**config.mk**
```make
export PLATFORM = sky130hd
export DESIGN_NAME = color_classifier
export DESIGN_NICKNAME = d
export VERILOG_FILES = /design/src/rtl/color_classifier.sv
export SDC_FILE = /design/constraint.sdc
export NUM_CORES = 1
export LEC_CHECK = 0
export CAP_MARGIN = 10
export CORE_MARGIN = 2
export CORE_UTILIZATION = 35
export CTS_CLUSTER_SIZE = 24
export DETAILED_ROUTE_END_ITERATION = 10
export HOLD_SLACK_MARGIN = 0.12
export SKIP_LAST_GASP = 1
export SLEW_MARGIN = 20
export SYNTH_ARGS = -nofsm -noshare
export SYNTH_HDL_FRONTEND = slang
export SYNTH_SLANG_ARGS = --single-unit
```
**constraint.sdc**
```tcl
create_clock -name clk -period 9.5 [get_ports clk]
set_clock_uncertainty 0.1 [all_clocks]
set_input_delay 0.95 -clock clk [delete_from_list [all_inputs] [get_ports clk]]
set_output_delay 0.95 -clock clk [all_outputs]
set_load 0.02 [all_outputs]
```
**src/rtl/color_classifier.sv**
```systemverilog
// Windowed RGB color classifier: averages 2^AVG_LOG2 samples, classifies against percent-of-clear thresholds.
// Optional commit debounce is enabled by defining COLOR_CLS_DEBOUNCE_EN.
module color_classifier #(
  parameter int unsigned DW         = 16,
  parameter int unsigned AVG_LOG2   = 2,
  parameter int unsigned DOM_PCT    = 70,
  parameter int unsigned CLEAR_MIN  = 48,
  parameter int unsigned STABLE_CNT = 3
) (
  input  logic          clk,
  input  logic          rst_n,
  input  logic          clr,
  input  logic          in_valid,
  output logic          in_ready,
  input  logic [DW-1:0] clear_data,
  input  logic [DW-1:0] red_data,
  input  logic [DW-1:0] green_data,
  input  logic [DW-1:0] blue_data,
  output logic          out_valid,
  output logic [2:0]    class_code,
  output logic          RED,
  output logic          GREEN,
  output logic          BLUE,
  output logic          WHITE
);

  localparam int unsigned AW       = DW + AVG_LOG2;
  localparam int unsigned PW       = DW + 7;
  localparam int unsigned CW       = (AVG_LOG2 > 0) ? AVG_LOG2 : 1;
  localparam int unsigned WIN_LAST = (1 << AVG_LOG2) - 1;

  localparam logic [2:0] CLS_DARK  = 3'd0;
  localparam logic [2:0] CLS_RED   = 3'd1;
  localparam logic [2:0] CLS_GREEN = 3'd2;
  localparam logic [2:0] CLS_BLUE  = 3'd3;
  localparam logic [2:0] CLS_WHITE = 3'd4;

  if (STABLE_CNT < 1) begin : g_bad_stable_cnt
    $error("color_classifier: STABLE_CNT must be at least 1");
  end

  typedef enum logic {ST_ACC, ST_CLS} state_t;

  state_t        state_q, state_d;
  logic          accept_c;
  logic          cls_fire_c;
  logic          commit_c;
  logic [CW-1:0] cnt_q;
  logic [AW-1:0] acc_c_q, acc_r_q, acc_g_q, acc_b_q;
  logic [DW-1:0] avg_c, avg_r, avg_g, avg_b;
  logic [PW-1:0] thr;
  logic [2:0]    res_c;

  // State register
  always_ff @(posedge clk or negedge rst_n) begin
    if (!rst_n) state_q <= ST_ACC;
    else        state_q <= state_d;
  end

  // Next state, acceptance and classify strobe; clr wins over everything
  always_comb begin
    state_d    = state_q;
    accept_c   = 1'b0;
    cls_fire_c = 1'b0;
    case (state_q)
      ST_ACC: begin
        accept_c = in_valid && in_ready && !clr;
        if (accept_c && (cnt_q == CW'(WIN_LAST))) state_d = ST_CLS;
      end
      ST_CLS: begin
        cls_fire_c = !clr;
        state_d    = ST_ACC;
      end
      default: state_d = ST_ACC;
    endcase
    if (clr) state_d = ST_ACC;
  end

  // Window accumulators and sample counter
  always_ff @(posedge clk or negedge rst_n) begin
    if (!rst_n) begin
      cnt_q   <= '0;
      acc_c_q <= '0;
      acc_r_q <= '0;
      acc_g_q <= '0;
      acc_b_q <= '0;
    end else if (clr || (state_q == ST_CLS)) begin
      cnt_q   <= '0;
      acc_c_q <= '0;
      acc_r_q <= '0;
      acc_g_q <= '0;
      acc_b_q <= '0;
    end else if (accept_c) begin
      cnt_q   <= (cnt_q == CW'(WIN_LAST)) ? '0 : cnt_q + CW'(1);
      acc_c_q <= acc_c_q + AW'(clear_data);
      acc_r_q <= acc_r_q + AW'(red_data);
      acc_g_q <= acc_g_q + AW'(green_data);
      acc_b_q <= acc_b_q + AW'(blue_data);
    end
  end

  function automatic logic dominant(input logic [DW-1:0] x, input logic [DW-1:0] y,
                                    input logic [DW-1:0] z, input logic [PW-1:0] t);
    return ((PW'(x) * PW'(100)) >= t) && (x > y) && (x > z);
  endfunction

  // Divider-free classification of the window average: x*100 >= DOM_PCT*(c+1)
  always_comb begin
    avg_c = DW'(acc_c_q >> AVG_LOG2);
    avg_r = DW'(acc_r_q >> AVG_LOG2);
    avg_g = DW'(acc_g_q >> AVG_LOG2);
    avg_b = DW'(acc_b_q >> AVG_LOG2);
    thr   = PW'(DOM_PCT) * (PW'(avg_c) + PW'(1));
    res_c = CLS_WHITE;
    if (PW'(avg_c) < PW'(CLEAR_MIN))          res_c = CLS_DARK;
    else if (dominant(avg_r, avg_g, avg_b, thr)) res_c = CLS_RED;
    else if (dominant(avg_g, avg_r, avg_b, thr)) res_c = CLS_GREEN;
    else if (dominant(avg_b, avg_r, avg_g, thr)) res_c = CLS_BLUE;
  end

`ifdef COLOR_CLS_DEBOUNCE_EN
  localparam int unsigned DBW = $clog2(STABLE_CNT + 1);

  logic [2:0]     cand_q, cand_d;
  logic [DBW-1:0] dcnt_q, dcnt_d;

  // Candidate tracking with a saturating agreement count
  always_comb begin
    cand_d = cand_q;
    dcnt_d = dcnt_q;
    if (res_c == cand_q) begin
      if (dcnt_q != DBW'(STABLE_CNT)) dcnt_d = dcnt_q + DBW'(1);
    end else begin
      cand_d = res_c;
      dcnt_d = DBW'(1);
    end
    commit_c = cls_fire_c && (dcnt_d == DBW'(STABLE_CNT));
  end

  always_ff @(posedge clk or negedge rst_n) begin
    if (!rst_n) begin
      cand_q <= CLS_DARK;
      dcnt_q <= '0;
    end else if (clr) begin
      cand_q <= CLS_DARK;
      dcnt_q <= '0;
    end else if (cls_fire_c) begin
      cand_q <= cand_d;
      dcnt_q <= dcnt_d;
    end
  end
`else
  always_comb commit_c = cls_fire_c;
`endif

  // Registered outputs; committed class is held across clr
  always_ff @(posedge clk or negedge rst_n) begin
    if (!rst_n) begin
      in_ready   <= 1'b1;
      out_valid  <= 1'b0;
      class_code <= CLS_DARK;
      RED        <= 1'b0;
      GREEN      <= 1'b0;
      BLUE       <= 1'b0;
      WHITE      <= 1'b0;
    end else begin
      in_ready  <= (state_d == ST_ACC);
      out_valid <= cls_fire_c;
      if (commit_c) begin
        class_code <= res_c;
        RED        <= (res_c == CLS_RED);
        GREEN      <= (res_c == CLS_GREEN);
        BLUE       <= (res_c == CLS_BLUE);
        WHITE      <= (res_c == CLS_WHITE);
      end
    end
  end

endmodule

```
==> reports/results.tsv, run 1 <==
stage	metric	value	unit
run_status	status	completed	
route	vias_per_cell	5.35	
floorplan	rows	75	
yosys	syn_inst	1761	
min_path	hp-class	input port to async pin	
timing	hold_viol_final	0	
yosys	synth.most_common_cell	ha_1	
setup_path	cp.arrival	7450	ps
global_route	grt_max_degree	69	
setup_path	worst-setup-path-type	flop to flop	
yosys	synth_top_area_frac	0.314	
power_and_ir_drop	power_density	175	nW/um^2
placement	place_congestion	0.874	
timing	rsz0062_at_grt	no	
setup_path	crit_fanout	8	
power_and_ir_drop	power.static_leakage	8.63	nW
floorplan	placeableCoreArea	41900	sq um
clock_network	clk_latency	370	ps
yosys	synth_warnings	0	
placement	portBuffers	76	
cells_and_area	drive_gt1_frac	0.0240	
timing	relSlewSlack	0.287	
yosys	synth_common_cells	ha_1 (372), inv_1 (230), nand2_1 (161)	
setup_path	crit_start	acc_c_q[2]	
yosys	ys_async_sr_fraction	1.00	
cells_and_area	fin_util	0.395	
yosys	avgSynthCellArea	8.42	sq um
route	drtIter0Drc	645	
yosys	synth_fp_nets	2251	
clock_network	numCtsBuffers	9	
setup_path	crit_path_start_kind	flop	
yosys	ys_seq_elements	84	
timing	maxSlewViolCount	0	
cells_and_area	syn_to_final_growth	11.4	%
route	drt.antenna.violating_nets	0	
timing	tightest_slew	1070	ps
setup_path	worstPathRequired	9700	ps
global_route	grt_pass1_wl	63.5	mm
route	first_pass_iters	7	
yosys	yosys.area.top_type	ha_1	
yosys	synth_edf_count	0	
floorplan	fp.dieH	210	microns
clock_network	path_clk_slew	70	ps
timing	timing.fmax	138	MHz
route	vias	12696	
route	wl_per_cell	16.5	microns
timing	tns	0	ps
route	drc	0	
clock_network	cts_resized	0	
cells_and_area	nets	2317	
setup_path	crit_path_end_kind	flop	
yosys	synth_ff_type	dfrtp_1	
yosys	yosysUniqueCellTypes	76	
power_and_ir_drop	vdd_ir_drop_max	90.5	uV
clock_network	cts_tree	built	
placement	dpl.hpwl	32.3	mm
global_route	gr-usage-all-layers	0.181	
global_route	grt_pass1_vias	12480	
clock_network	clockBufferDepth	2	
clock_network	cts_num_sinks	84	
global_route	antenna_found_initial	0	
clock_network	root_buffer	clkbuf_16	
floorplan	start_util	0.354	
yosys	synth_seq_area_share	0.142	
setup_path	crit_slowest_cell	fa_1	
clock_network	htreeDepth	3	
setup_path	rr_startpoint	acc_c_q[2]	
floorplan	dieArea	44000	sq um
timing	setup_violations	0	
run	drv_cap	0	
setup_path	cp_common_cell	ha_1	
yosys	synthTopCellsByArea	ha_1 (31%), dfrtp_1 (14%), fa_1 (6.8%)	
clock_network	cts_hold_buf	0	
global_route	grt_overflow	0	
clock_network	post_cts_buffers	0	
setup_path	cpPeakStageDelay	500	ps
route	wirelength	39.2	mm
cells_and_area	diodes	0	
timing	fin_crit	7250	ps
setup_path	regToRegSetupSlack	2250	ps
timing	final.period_utilization	0.763	
floorplan	fp.dieW	210	microns
floorplan	io_pins	77	
yosys	synth_area	14800	sq um
[final cells by class]
type                    instances  area (sq um)
clock inverters                 5          77.6
clock buffers                  11           233
fillers                      4241         25300
multi-input cells            1420         11800
flip-flops and latches         84          2100
well taps                     539           674
repair buffers                 82           803
inverters                     230           863
[path summary, 6_finish.rpt]
check / to / depth (start not counted)
setup / recovery: class_code[2] / 26
hold / removal: acc_c_q[17] / 1
setup reg to reg: class_code[2] / 26
hold reg to reg: RED / 1
max in group asynchronous: acc_b_q[11] / 2
min in group clk: RED / 1
[cells in the final DEF (no fill, tap or decap), types with 9 or more instances in the layout]
cell,n
fa_1,50
and3_1,15
clkdlybuf4s50_1,75
nand2_1,160
o211ai_1,16
a21o_1,47
nand3_1,34
xor2_1,35
nor2b_1,19
a21oi_1,153
xnor2_1,93
o21a_1,22
ha_1,372
nand4_1,21
nor3_1,24
clkbuf_16,9
dfrtp_1,83
nor2_1,89
a211oi_1,19
o21bai_1,17
or3_1,13
o21ai_0,64
nand2b_1,12
inv_1,230
[power by group]
group	switching [W]	total, W	internal (W)
clock	0.000161	0.000391	0.000230
sequential	0.000103	0.000503	0.000399
combinational	0.00111	0.00199	0.000876
[routing by layer]
metal / GRT usage / vias up / wire (microns)
li1: - / 6379 / -
met1: 0.233 / 6064 / 18200
met2: 0.318 / 198 / 18800
met3: 0.0174 / 55 / 1130
met4: 0.0599 / 0 / 1040
met5: 0 / - / 0
[cells by family after synthesis]
kind of cell / count (synthesis) / share of synthesized area
AOI/OAI and AO/OA: 432 / 0.192
xor gates and xnor gates: 130 / 0.0778
adders and majority gates: 425 / 0.383
buffers and inverters: 257 / 0.0651
DFF: 84 / 0.142
muxes: 5 / 0.00346
and+or+nand+nor: 428 / 0.136
[state kept, by name, summed over array words and instances, names as in the netlist, 2 cells and up]
register    flops
acc_b_q        18
acc_c_q        18
acc_g_q        18
acc_r_q        18
class_code      3
cnt_q           2
[per-stage QoR]
| stage | setup WS [ps] | hold WS, ps | area, sq um | std cells | total power, W |
|---|---|---|---|---|---|
| 2_1_floorplan | 3090 | 406 | 14800 | 1761 | 0.00196 |
| 6_report | 2250 | 407 | 16500 | 2371 | 0.00288 |
| 3_3_place_gp | 2500 | 386 | 16200 | 2355 | 0.00242 |
| 4_1_cts | 2350 | 409 | 16500 | 2371 | 0.00290 |
| 5_1_grt | 1720 | 428 | 16500 | 2371 | 0.00320 |
| 3_5_place_dp | 2400 | 392 | 16200 | 2355 | 0.00248 |
[worst max-delay path, delay by kind of cell (launching register included)]
family	cells	cell delay, ps
AO/OA/AOI/OAI	10	2090
adder cells (fa/ha/maj)	6	2000
AND/OR/NAND/NOR	8	1870
XOR/XNOR	2	670
flip-flops	1	460
Note: power is estimated with default switching activity, not from simulation.
==> run 2, diff against run 1 <==
Clock period 9.5 ns to 6.5 ns, I/O delays scaled along.
==> run 2 against run 1 <==
  * Count of clock-buffer cells in the layout stayed put
  * Routed wire length is 2.5% higher
  * Sequential share of layout area is 0.56 points lower
  * Hold slack worse by 20 ps
  * Setup slack worse by 2200 ps
  * Sequential cell count stayed put
  * Maximum frequency is 13% higher
  * Critical path depth is 1 lower
  * Highest routed layer unchanged
  * Non-clock buffer count is 53 higher
  * Combinational power is 58% higher
  * Via count is 0.95% higher
  * Utilization is 1.8 points higher
==> reports/results.tsv, run 2 (synthesized netlist as in run 1, its figures left out) <==
stage	metric	value	unit
placement	portBuffers	76	
cells_and_area	mostFrequentLayoutCells	ha_1 (362), inv_1 (230), nand2_1 (160), a21oi_1 (147), xnor2_1 (88)	
timing	maxSlewViolCount	0	
clock_network	clk_latency	380	ps
power_and_ir_drop	power.internal	0.00237	W
run	drv_cap	0	
global_route	grt_pass1_wl	64.8	mm
clock_network	cts_tree	built	
clock_network	htreeDepth	3	
route	vias_per_cell	5.29	
min_path	hp-start	RED	
cells_and_area	fin_util	0.413	
floorplan	fp.dieW	210	microns
placement	place_congestion	0.869	
timing	timing.fmax	156	MHz
setup_path	rr_startpoint	acc_c_q[3]	
power_and_ir_drop	vdd_ir_drop_max	142	uV
timing	setup_violations	0	
setup_path	worst-setup-path-type	flop to flop	
route	wirelength	40.2	mm
timing	relSlewSlack	0.503	
cells_and_area	n_fill_cell	4207	
cells_and_area	drive_gt1_frac	0.0764	
power_and_ir_drop	p_switching	0.00211	W
clock_network	clockBufferDepth	2	
power_and_ir_drop	clockPowerShare	0.141	
setup_path	crit_fanout	6	
floorplan	dieArea	44000	sq um
placement	dp_cells	2390	
route	drc	0	
global_route	grt_max_degree	67	
global_route	gr-usage-all-layers	0.185	
min_path	hp-class	flop to flop	
clock_network	numCtsBuffers	9	
cells_and_area	nets	2370	
timing	fin_crit	6420	ps
floorplan	io_pins	77	
placement	dpl.hpwl	33.3	mm
cells_and_area	final_common_cell	ha_1	
power_and_ir_drop	power.static_leakage	8.95	nW
route	drtIter0Drc	611	
power_and_ir_drop	power_density	259	nW/um^2
timing	tns	0	ps
setup_path	crit_path_end_kind	flop	
global_route	grt_pass1_vias	12570	
timing	hold_viol_final	0	
setup_path	worstPathRequired	6710	ps
route	drt.antenna.violating_nets	0	
route	vias	12816	
setup_path	crit_path_start_kind	flop	
run_status	status	completed	
cells_and_area	syn_to_final_growth	16.6	%
power_and_ir_drop	p_sw_frac	0.471	
global_route	grt_overflow	0	
cells_and_area	diodes	0	
cells_and_area	fin_cells	2424	
route	wl_per_cell	16.6	microns
timing	final.period_utilization	0.988	
clock_network	cts_num_sinks	84	
setup_path	cp.arrival	6630	ps
setup_path	crit_start	acc_c_q[3]	
clock_network	root_buffer	clkbuf_16	
floorplan	start_util	0.354	
clock_network	path_clk_slew	70	ps
power_and_ir_drop	p_seq_frac	0.158	
floorplan	rows	75	
timing	tightest_slew	746	ps
floorplan	fp.dieH	210	microns
power_and_ir_drop	pwr-share-comb	0.701	
global_route	antenna_found_initial	0	
route	first_pass_iters	5	
timing	rsz0062_at_grt	yes	
floorplan	placeableCoreArea	41900	sq um
power_and_ir_drop	power.total	0.00448	W
==> run 2: changes by cell type in the layout (fill, tap and decap cells not counted), moves of 4 or more <==
cell and delta:
o21ai_0 -5, a21oi_1 -6, ha_1 -10, nor2_1 -5, xor2_2 +9, xnor2_2 +5, buf_4 +50, xnor2_1 -5
o21ai_2 +4, xor2_1 -9, a21oi_2 +6, ha_4 +8
==> run 2: power groups by stage <==
stage               sequential (W)  combinational [W]  clock (W)
floorplan                 0.000677            0.00219          0
global placement          0.000714            0.00291          0
detailed placement        0.000717            0.00299          0
CTS                       0.000707            0.00303   0.000648
global route              0.000723            0.00355   0.000665
finish                    0.000710            0.00314   0.000632
==> run 2: final timing paths <==
kind | endpoint | slack (ps) | cells after the start
max | class_code[2] | 80 | 25
min | RED | 390 | 1
max reg2reg | class_code[2] | 80 | 25
min reg2reg | RED | 390 | 1
max in group asynchronous | acc_b_q[6] | 4550 | 3
min in group asynchronous | acc_c_q[16] | 650 | 2
==> run 2: metal layers <==
layer / global-route usage / share of wire
met4: 0.0548 / 0.020
met1: 0.240 / 0.46
met2: 0.319 / 0.48
met5: 0 / 0
met3: 0.0281 / 0.042
==> run 2: area by class of cell <==
class                      instances  area (sq um)  share of cell area
multi-input combinational       1420         12100               0.699
inverter                         230           863              0.0500
clock inverter                     5           108             0.00623
clock buffer                      11           243              0.0140
sequential                        84          2100               0.122
timing repair buffer             135          1210              0.0701
tap                              539           674              0.0390
==> run 2: what timing repair did <==
action | in CTS | in global routing
gates resized for setup | 9 | 50
hold buffers | 1 | 0
pin swaps | 3 | 48
endpoints found under the hold margin | 19 | 0
endpoints found under the setup margin | 3 | 6
buffers inserted | 1 | 16
==> run 2: metrics by stage <==
step	cell area (sq um)	hold WS, ps	worst slack, ps
after floorplan	14800	254	94.7
after global placement	16500	369	61.2
after detailed placement	16500	369	-116
after CTS	16900	388	7.22
after global routing	17300	419	-201
final	17300	387	78.4
==> run 2: worst max-delay path, stage by stage (launching register included) <==
cell and delay (ps):
dfrtp_1 420, buf_6 130, nand4_1 180, nor2_4 270
nand4_1 190, xnor2_2 190, ha_1 280, ha_1 320
fa_1 500, ha_1 330, and3_4 210, a221oi_2 260
nor3b_2 260, a21oi_1 110, a21o_1 190, a21o_1 180
a21oi_2 170, xor2_2 180, ha_1 260, and3_1 190
nor4b_1 140, a31oi_1 220, a221oi_1 110, a31o_2 290
or4_4 540, o21ai_2 140
